[src/rtl/hazard_ctrl_pkg.sv]
// Shared pipeline package for the hazard controller: FSM state type, its
// encodings and the width of the optional performance counters.
package hazard_ctrl_pkg;

  typedef enum logic [1:0] {
    RUN      = 2'b00,
    MEM_WAIT = 2'b01,
    REDIRECT = 2'b10
  } state_t;

  localparam int PERF_W = 16;

endpackage

[src/rtl/hazard_ctrl_detect.sv]
// Load-use comparator: flags an ID instruction that reads the register a
// load in EX is about to write. Register 0 never creates a dependency.
module hazard_detect (
  input  logic [4:0] id_rs,
  input  logic [4:0] id_rt,
  input  logic       id_uses_rt,
  input  logic [4:0] ex_rt,
  input  logic       ex_mem_read,
  output logic       load_use
);

  assign load_use = ex_mem_read && (ex_rt != 5'd0) &&
                    ((ex_rt == id_rs) || (id_uses_rt && (ex_rt == id_rt)));

endmodule

[src/rtl/hazard_ctrl.sv]
// Pipeline hazard controller: stall/flush/hold FSM with a pending-branch flag.
// Define HAZARD_PERF_EN to add saturating Stall_Count and Flush_Count outputs.
module hazard_ctrl
  import hazard_ctrl_pkg::*;
(
  input  logic              clk,
  input  logic              reset,
  input  logic [4:0]        ID_Rs,
  input  logic [4:0]        ID_Rt,
  input  logic              ID_UsesRt,
  input  logic              ID_Jump,
  input  logic [4:0]        EX_Rt,
  input  logic              EX_MemRead,
  input  logic              MEM_BranchTaken,
  input  logic              DMEM_Busy,
  output logic              PC_Write,
  output logic              IFID_Write,
  output logic              IFID_FLUSH,
  output logic              IDEX_FLUSH,
  output logic              EXMEM_FLUSH,
  output logic              Pipe_Hold,
  output logic [1:0]        Ctrl_State
`ifdef HAZARD_PERF_EN
  ,
  output logic [PERF_W-1:0] Stall_Count,
  output logic [PERF_W-1:0] Flush_Count
`endif
);

  state_t state, next_state;
  logic   pending, next_pending;
  logic   load_use;

  hazard_detect u_detect (
    .id_rs       (ID_Rs),
    .id_rt       (ID_Rt),
    .id_uses_rt  (ID_UsesRt),
    .ex_rt       (EX_Rt),
    .ex_mem_read (EX_MemRead),
    .load_use    (load_use)
  );

  always_ff @(posedge clk or negedge reset) begin
    if (!reset) begin
      state   <= RUN;
      pending <= 1'b0;
    end else begin
      state   <= next_state;
      pending <= next_pending;
    end
  end

  always_comb begin
    next_state   = RUN;
    next_pending = pending;
    case (state)
      RUN: begin
        if (DMEM_Busy) begin
          next_state   = MEM_WAIT;
          next_pending = MEM_BranchTaken;
        end else if (MEM_BranchTaken) begin
          next_state = REDIRECT;
        end
      end
      MEM_WAIT: begin
        if (DMEM_Busy) begin
          next_state   = MEM_WAIT;
          next_pending = pending | MEM_BranchTaken;
        end else begin
          next_state   = (pending || MEM_BranchTaken) ? REDIRECT : RUN;
          next_pending = 1'b0;
        end
      end
      REDIRECT: next_state = RUN;
      default: begin
        next_state   = RUN;
        next_pending = 1'b0;
      end
    endcase
  end

  // Outputs depend only on registered state and pipeline-flop inputs, so the
  // level-sensitive ID/EX flush never sees a combinational glitch.
  always_comb begin
    PC_Write    = 1'b1;
    IFID_Write  = 1'b1;
    IFID_FLUSH  = 1'b0;
    IDEX_FLUSH  = 1'b0;
    EXMEM_FLUSH = 1'b0;
    Pipe_Hold   = 1'b0;
    if (!reset) begin
      PC_Write    = 1'b0;
      IFID_Write  = 1'b0;
      IFID_FLUSH  = 1'b1;
      IDEX_FLUSH  = 1'b1;
      EXMEM_FLUSH = 1'b1;
    end else begin
      case (state)
        RUN: begin
          if (DMEM_Busy) begin
            PC_Write   = 1'b0;
            IFID_Write = 1'b0;
            Pipe_Hold  = 1'b1;
          end else if (MEM_BranchTaken) begin
            IFID_FLUSH  = 1'b1;
            IDEX_FLUSH  = 1'b1;
            EXMEM_FLUSH = 1'b1;
          end else if (load_use) begin
            PC_Write   = 1'b0;
            IFID_Write = 1'b0;
            IDEX_FLUSH = 1'b1;
          end else if (ID_Jump) begin
            IFID_FLUSH = 1'b1;
          end
        end
        MEM_WAIT: begin
          if (DMEM_Busy) begin
            PC_Write   = 1'b0;
            IFID_Write = 1'b0;
            Pipe_Hold  = 1'b1;
          end else if (pending || MEM_BranchTaken) begin
            IFID_FLUSH  = 1'b1;
            IDEX_FLUSH  = 1'b1;
            EXMEM_FLUSH = 1'b1;
          end
        end
        REDIRECT: IFID_FLUSH = 1'b1;
        default: ;
      endcase
    end
  end

  assign Ctrl_State = state;

`ifdef HAZARD_PERF_EN
  always_ff @(posedge clk or negedge reset) begin
    if (!reset) begin
      Stall_Count <= '0;
      Flush_Count <= '0;
    end else begin
      if (!PC_Write && (Stall_Count != {PERF_W{1'b1}}))
        Stall_Count <= Stall_Count + 1'b1;
      if ((IDEX_FLUSH || IFID_FLUSH) && (Flush_Count != {PERF_W{1'b1}}))
        Flush_Count <= Flush_Count + 1'b1;
    end
  end
`endif

endmodule

[config.mk]
export PLATFORM = sky130hd
export DESIGN_NAME = hazard_ctrl
export DESIGN_NICKNAME = d
export VERILOG_FILES = /design/src/rtl/hazard_ctrl_pkg.sv /design/src/rtl/hazard_ctrl_detect.sv /design/src/rtl/hazard_ctrl.sv
export SDC_FILE = /design/constraint.sdc
export NUM_CORES = 1
export LEC_CHECK = 0
export ABC_AREA = 1
export ABC_CLOCK_PERIOD_IN_PS = 2600
export CAP_MARGIN = 30
export CORE_AREA = 2 2 39 41
export CTS_CLUSTER_DIAMETER = 40
export DETAILED_ROUTE_END_ITERATION = 10
export DIE_AREA = 0 0 41 43
export HOLD_SLACK_MARGIN = 0.08
export PLACE_DENSITY = 0.77
export SYNTH_ARGS = -nofsm -noshare
export SYNTH_HDL_FRONTEND = slang
export SYNTH_SLANG_ARGS = --single-unit
export TNS_END_PERCENT = 1
[constraint.sdc]
create_clock -name clk -period 2.6 [get_ports clk]
set_clock_uncertainty 0.2 [all_clocks]
set_input_delay 0.52 -clock clk [delete_from_list [all_inputs] [get_ports clk]]
set_output_delay 0.52 -clock clk [all_outputs]
set_load 0.005 [all_outputs]
==> results of run 1 <==
## Yosys cell counts
| cell type | n | area [µm²] |
|---|---|---|
| nand2_1 | 35 | 131 |
| inv_1 | 21 | 78.8 |
| nor2_1 | 13 | 48.8 |
| nand3_1 | 7 | 35.0 |
| o21ai_0 | 4 | 20.0 |
| dfrtp_1 | 3 | 75.1 |
| inv_2 | 3 | 11.3 |
| nand2_2 | 3 | 18.8 |
| a21oi_1 | 1 | 5.00 |
| buf_4 | 1 | 7.51 |
| nand4_1 | 1 | 6.26 |
| o31ai_1 | 1 | 7.51 |
| xnor2_1 | 1 | 8.76 |
## layout make-up
class                      count  area, µm²  area share (%)
clock buffer                   4       26.3            3.21
timing repair buffer          33        320            39.1
inverter                      24       90.1            11.0
multi-input combinational     66        287            35.0
sequential                     3       75.1            9.17
tap                           16       20.0            2.45
## metal layers
| layer | part of all wire, % | global-route usage, % |
|---|---|---|
| met5 | 0 | 0 |
| met4 | 0 | 6.00 |
| met3 | 6.0 | 0.524 |
| met2 | 52 | 24.7 |
| met1 | 41 | 19.9 |
## registers in the layout, summed over array words and instances, names as in the netlist
register	count
Ctrl_State	2
pending	1
## what timing repair did
action,in CTS,in global routing
setup endpoints to repair,6,5
hold buffers,0,0
resized for setup,11,14
endpoints found under the hold margin,0,0
pin swaps,2,7
## cell usage in the layout, fill, tap and decap left out
cell	netlist	final
xnor2_1	1	1
dlygate4sd2_1	0	8
o21ai_1	0	1
o31ai_1	1	1
dlymetal6s2s_1	0	8
o21ai_0	4	3
dfrtp_1	3	3
clkbuf_4	0	3
buf_4	1	4
inv_1	21	21
inv_2	3	3
nor2_2	0	2
nand2_2	3	3
nand4_1	1	1
clkdlybuf4s50_1	0	11
clkbuf_1	0	1
nand3_1	7	7
a21oi_1	1	1
nand2_1	35	35
nor2_1	13	11
clkbuf_2	0	2
## metrics by stage
| stage | worst slack [ps] | area, µm² |
|---|---|---|
| 6_report | 38.5 | 818 |
| 3_5_place_dp | -308 | 787 |
| 3_3_place_gp | -307 | 787 |
| 2_1_floorplan | 682 | 454 |
| 4_1_cts | -34.4 | 801 |
| 5_1_grt | -111 | 818 |
## power breakdown
part | total (mW) | internal, mW | switching, mW | leakage [nW]
Clock | 0.0769 | 0.0572 | 0.0197 | 0.0150
Sequential | 0.0596 | 0.0528 | 0.00688 | 0.0382
Combinational | 0.118 | 0.0639 | 0.0537 | 0.500
Total | 0.254 | 0.174 | 0.0802 | 0.553
## logic make-up after synthesis
family          Yosys count  synth area share [%]
xor+xnor                  1                  1.93
buf+inv                  25                  21.5
simple gates             59                  52.9
compound gates            6                  7.16
flops                     3                  16.5
## final timing paths
check / cells past startpoint / start / to / slack (ps)
worst max-delay path: 11 / ID_Rs[0] / PC_Write / 40
worst min-delay path: 2 / pending / pending / 340
worst max register to register: 7 / Ctrl_State[0] / pending / 1130
worst min register to register: 2 / pending / pending / 340
max in group asynchronous: 2 / reset / pending / 1590
min in group asynchronous: 2 / reset / Ctrl_State[1] / 520
## worst register-to-register path: stages, from the launching register on
cell     delay, ps
dfrtp_1        410
inv_1          100
nor2_1         140
nand2_1         80
o31ai_1         70
inv_1           90
buf_4          140
o21ai_0        160
==> summary.txt, run 1 <==
Status
  • Status: completed

Worst hold path
  • Worst hold path class: register to register

Clocking
  • CTS sink count: 3
  • H-Tree Depth: 1
  • TritonCTS clock tree: done
  • Num CTS Buffers: 3
  • Post-CTS Setup Bufs: 0
  • Clock Latency Late Sink: roughly 220 ps
  • Clock Tree Root: clkbuf_4
  • CTS clk-pin slew, worst paths: 30 ps
  • Clk buf depth: 2

Synth
  • Mapped Cells: between 90 and 100
  • Post-Syn Nets: approximately 120
  • Mean Syn Cell Area: 4.83 µm²
  • Synth Register Bits: 3
  • Synth Warn #: 0
  • Seq/Total Area, Yosys: around 17%
  • Post-synth design cell area: between 400 and 500 µm²
  • Synth unique cells: 13

Drt
  • 1st-iter DRT viols: 3
  • Routed WL: 1230 µm
  • DR vias: 635
  • DRC Markers: 0
  • Post-route ant nets: 0
  • Detailed Routing Iterations Pass 1: 4
  • Wire per inst: about 8.4 µm
  • Vias/cell: 4.35

Placed design
  • Buffers added on ports: 29
  • DP HPWL: ~1000 µm
  • GPL Wtd Cong: approximately 0.79
  • Dpl cells: between 100 and 150

Finish
  • P&R area growth vs syn: 80.2%
  • Final core utilization: between 50% and 60%
  • Post-layout nets: roughly 150
  • Layout cells sized above 1: roughly an eighth
  • # diodes: 0
  • Finished Layout Cells: 146
  • Number of fill cells: around 140

Critical path
  • CP bufs+invs: 4
  • Worst EP required: 1880 ps
  • Crit Path Category: input pin to primary output
  • Worst-path fanout max: 2
  • Slowest-stage cell, CP: clkdlybuf4s50_1
  • CP cell instances: clkdlybuf4s50_1 -> inv_1 -> nand2_1 -> nand2_1 -> nor2_2 -> nand3_1 -> nand2_2 -> nand4_1 -> nand3_1 -> inv_1 -> dlygate4sd2_1
  • WP data arrival: roughly 1800 ps
  • Nature of the critical path startpoint: input pin
  • CP peak stage delay: 470 ps
  • Crit end category: primary output
  • CP top delay family: buffers and inverters

STA
  • Fmax: between 0.3 and 0.4 GHz
  • Setup TNS: 0 ps
  • Slew Viols, Final: 0
  • Slew headroom: between 80% and 90%
  • Slew @ Worst Pin: 221 ps
  • Final Hold Viols: 0
  • Fin crit share: between 90% and 100%
  • RSZ-0062 raised after global routing: yes
  • Hold Slack: 337 ps
  • Setup Viol. Count Final: 0
  • Min Clock Period, post-route: between 2000 and 3000 ps

Power
  • Peak VDD IR: about 0.28 mV
  • Pwr/cell area: a little over 300 mW/mm²
  • Leakage power: roughly 0.55 nW
  • Tot Pwr: 254 µW

Global routing
  • Vias in the first global route: between 500 and 600
  • Initial antenna violation count: 0
  • All-Layer GR Usage: between 15 and 20%
  • First-pass GRT wire length: between 1500 and 2000 µm
  • GRT overflow: 0
  • Largest net degree at the start of global routing: 8

Floorplan
  • Die ar.: approximately 0.0018 mm²
  • Die width: around 41 µm
  • IO Pins: 30
  • Die Y: ~43 µm
  • Core ar.: between 0.001 and 0.0015 mm²
  • Rows: 14
  • Initial Utilization: around a third

Flow run
  • Max_cap viols: 0
(Power assumes the default switching activity.)
==> inputs of run 2 (changes only) <==
--- a/config.mk
+++ b/config.mk
@@ -13,7 +13,7 @@
 export DETAILED_ROUTE_END_ITERATION = 10
 export DIE_AREA = 0 0 41 43
 export HOLD_SLACK_MARGIN = 0.08
-export PLACE_DENSITY = 0.77
+export PLACE_DENSITY = 0.83
 export SYNTH_ARGS = -nofsm -noshare
 export SYNTH_HDL_FRONTEND = slang
 export SYNTH_SLANG_ARGS = --single-unit
==> summary.txt, run 2 (same netlist as run 1, synthesis figures left out) <==
Floorplan
  • Die ar.: 0.00176 mm² (unchanged)
  • Rows: 14 (unchanged)
  • Core ar.: 0.00138 mm² (unchanged)
  • Initial Utilization: 32.8% (unchanged)
  • IO Pins: 30 (unchanged)
  • Die width: 41 µm (unchanged)
  • Die Y: 43 µm (unchanged)

Finish
  • # diodes: 0 (unchanged)
  • Number of fill cells: 155 (+13%)
  • Layout cells sized above 1: 14.6% (+1.5 points)
  • P&R area growth vs syn: 76.6%
  • Most frequent cells in the layout: nand2_1 (35), inv_1 (20), nor2_1 (12), clkdlybuf4s50_1 (12)
  • Max reg flops: 2 (unchanged)
  • Final core utilization: 58.0% (-1.2 points)
  • Most common cell after layout, fill and taps aside: nand2_1
  • Post-layout nets: 153 (unchanged)

Flow run
  • Max_cap viols: 0 (unchanged)

Placed design
  • DP HPWL: 1020 µm (-0.15%)
  • Placement Setup Slack: -314 ps (-6.22 ps)
  • GPL Wtd Cong: 0.770 (-2.9%)
  • Buffers added on ports: 29 (unchanged)

Clocking
  • CTS sink count: 3 (unchanged)
  • H-Tree Depth: 1 (unchanged)
  • Clock Latency Late Sink: 220 ps (about the same)
  • Num CTS Buffers: 3 (unchanged)
  • Clock Tree Root: clkbuf_4
  • CTS clk-pin slew, worst paths: 30 ps (about the same)
  • TritonCTS clock tree: done
  • Clk buf depth: 2 (unchanged)

Critical path
  • WP data arrival: 1730 ps (-110 ps)
  • Worst-path fanout max: 2 (unchanged)
  • Crit end category: primary output
  • Worst EP required: 1880 ps (about the same)
  • Nature of the critical path startpoint: input pin
  • Crit Path Category: input pin to primary output
  • R2R depth: 7 (unchanged)

Global routing
  • Initial antenna violation count: 0 (unchanged)
  • GRT overflow: 0 (unchanged)
  • Vias in the first global route: 570 (+6.1%)
  • First-pass GRT wire length: 2000 µm (+3.6%)
  • Largest net degree at the start of global routing: 8 (unchanged)
  • All-Layer GR Usage: 15.8% (+0.67 points)

Drt
  • Vias/cell: 4.36 (+0.16%)
  • DRC Markers: 0 (unchanged)
  • 1st-iter DRT viols: 14 (+11)
  • Wire per inst: 8.66 µm (+3.1%)
  • Post-route ant nets: 0 (unchanged)
  • DR vias: 636 (+0.16%)
  • Routed WL: 1270 µm (+3.1%)
  • Detailed Routing Iterations Pass 1: 4 (unchanged)

STA
  • Final Hold Viols: 0 (unchanged)
  • RSZ-0062 raised after global routing: no
  • Final WS setup: 148 ps (+110 ps)
  • Slew headroom: 84.3% (-1.0 points)
  • Setup Viol. Count Final: 0 (unchanged)
  • Fin crit share: 94.3% (-4.2 points)
  • Min Clock Period, post-route: 2450 ps (-110 ps)
  • Fmax: 0.408 GHz (+4.5%)
  • Hold Slack: 348 ps (+10.4 ps)
  • Slew @ Worst Pin: 236 ps (+15.1 ps)
  • Slew Viols, Final: 0 (unchanged)

Power
  • Pwr/cell area: 317 mW/mm² (+2.0%)
  • Tot Pwr: 254 µW (about the same)
  • Leakage power: 0.530 nW (-4.1%)
  • Peak VDD IR: 0.258 mV (-8.2%)

Status
  • Status: completed

Worst hold path
  • Worst hold path class: register to register
  • Hold path depth: 2 (unchanged)
## run 2: changes by cell type in the layout (fill, tap and decap cells not counted)
cell and delta:
clkbuf_2 +2, dlymetal6s2s_1 -2, clkdlybuf4s50_1 +1, dlygate4sd2_1 -1
inv_1 -1, inv_2 +1, nor2_1 +1, nor2_2 -1
## run 2: timing repair
item / 4_1_cts / 5_1_grt
hold buffers: 0 / 0
gates resized for setup: 12 / 16
endpoints found under the setup margin: 5 / 5
pin swaps: 1 / 5
buffers inserted: 0 / 1
## run 2: final cells by class
cell class                 count  area, µm²  area share [%]
timing repair buffer          33        307            38.2
tap                           16       20.0            2.50
clock buffer                   4       26.3            3.28
inverter                      24       90.1            11.2
multi-input combinational     66        284            35.4
sequential                     3       75.1            9.36
## run 2: path summary, 6_finish.rpt
kind | endpoint | startpoint | slack (ps)
max in group asynchronous | Ctrl_State[0] | reset | 1580
worst max-delay path | IFID_FLUSH | ID_Rt[1] | 150
worst min-delay path | pending | pending | 350
min in group asynchronous | Ctrl_State[1] | reset | 520
worst min register to register | pending | pending | 350
worst max register to register | pending | Ctrl_State[0] | 1090
## run 2: report_power, final
part	internal (mW)	switching [mW]	leakage, nW
combinational	0.0629	0.0541	0.477
sequential	0.0528	0.00731	0.0382
clock	0.0572	0.0198	0.0150
total	0.173	0.0812	0.530
## run 2: metal layers
metal	up-vias	share of wire (%)	global-route usage [%]
met5	-	0	0
met3	0	7.0	4.19
met4	0	0	6.67
met1	269	43	19.8
met2	22	50	24.4
li1	345	-	-
## run 2: through the flow
step           std cells  TNS (ps)  cell area, µm²
2_1_floorplan         94         0             454
5_1_grt              146         0             802
3_3_place_gp         141     -1150             779
4_1_cts              145     -25.2             792
3_5_place_dp         141     -1230             779
6_report             146         0             802
## run 2: worst max-delay path: stages
cell	delay (ps)
clkdlybuf4s50_1	470
inv_1	40
nand2_1	50
nand2_1	50
nor2_1	90
nand3_1	90
nand2_2	80
nand2_2	50
nand2_1	50
nand2_1	40
nand2_1	50
nand2_1	40
clkbuf_2	110
==> inputs of run 3 (changes only) <==
--- a/config.mk
+++ b/config.mk
@@ -14,6 +14,7 @@
 export DIE_AREA = 0 0 41 43
 export HOLD_SLACK_MARGIN = 0.08
 export PLACE_DENSITY = 0.83
+export SLEW_MARGIN = 10
 export SYNTH_ARGS = -nofsm -noshare
 export SYNTH_HDL_FRONTEND = slang
 export SYNTH_SLANG_ARGS = --single-unit
==> results of run 3 <==
Final layout, timing and power as in run 2 (identical DEF).
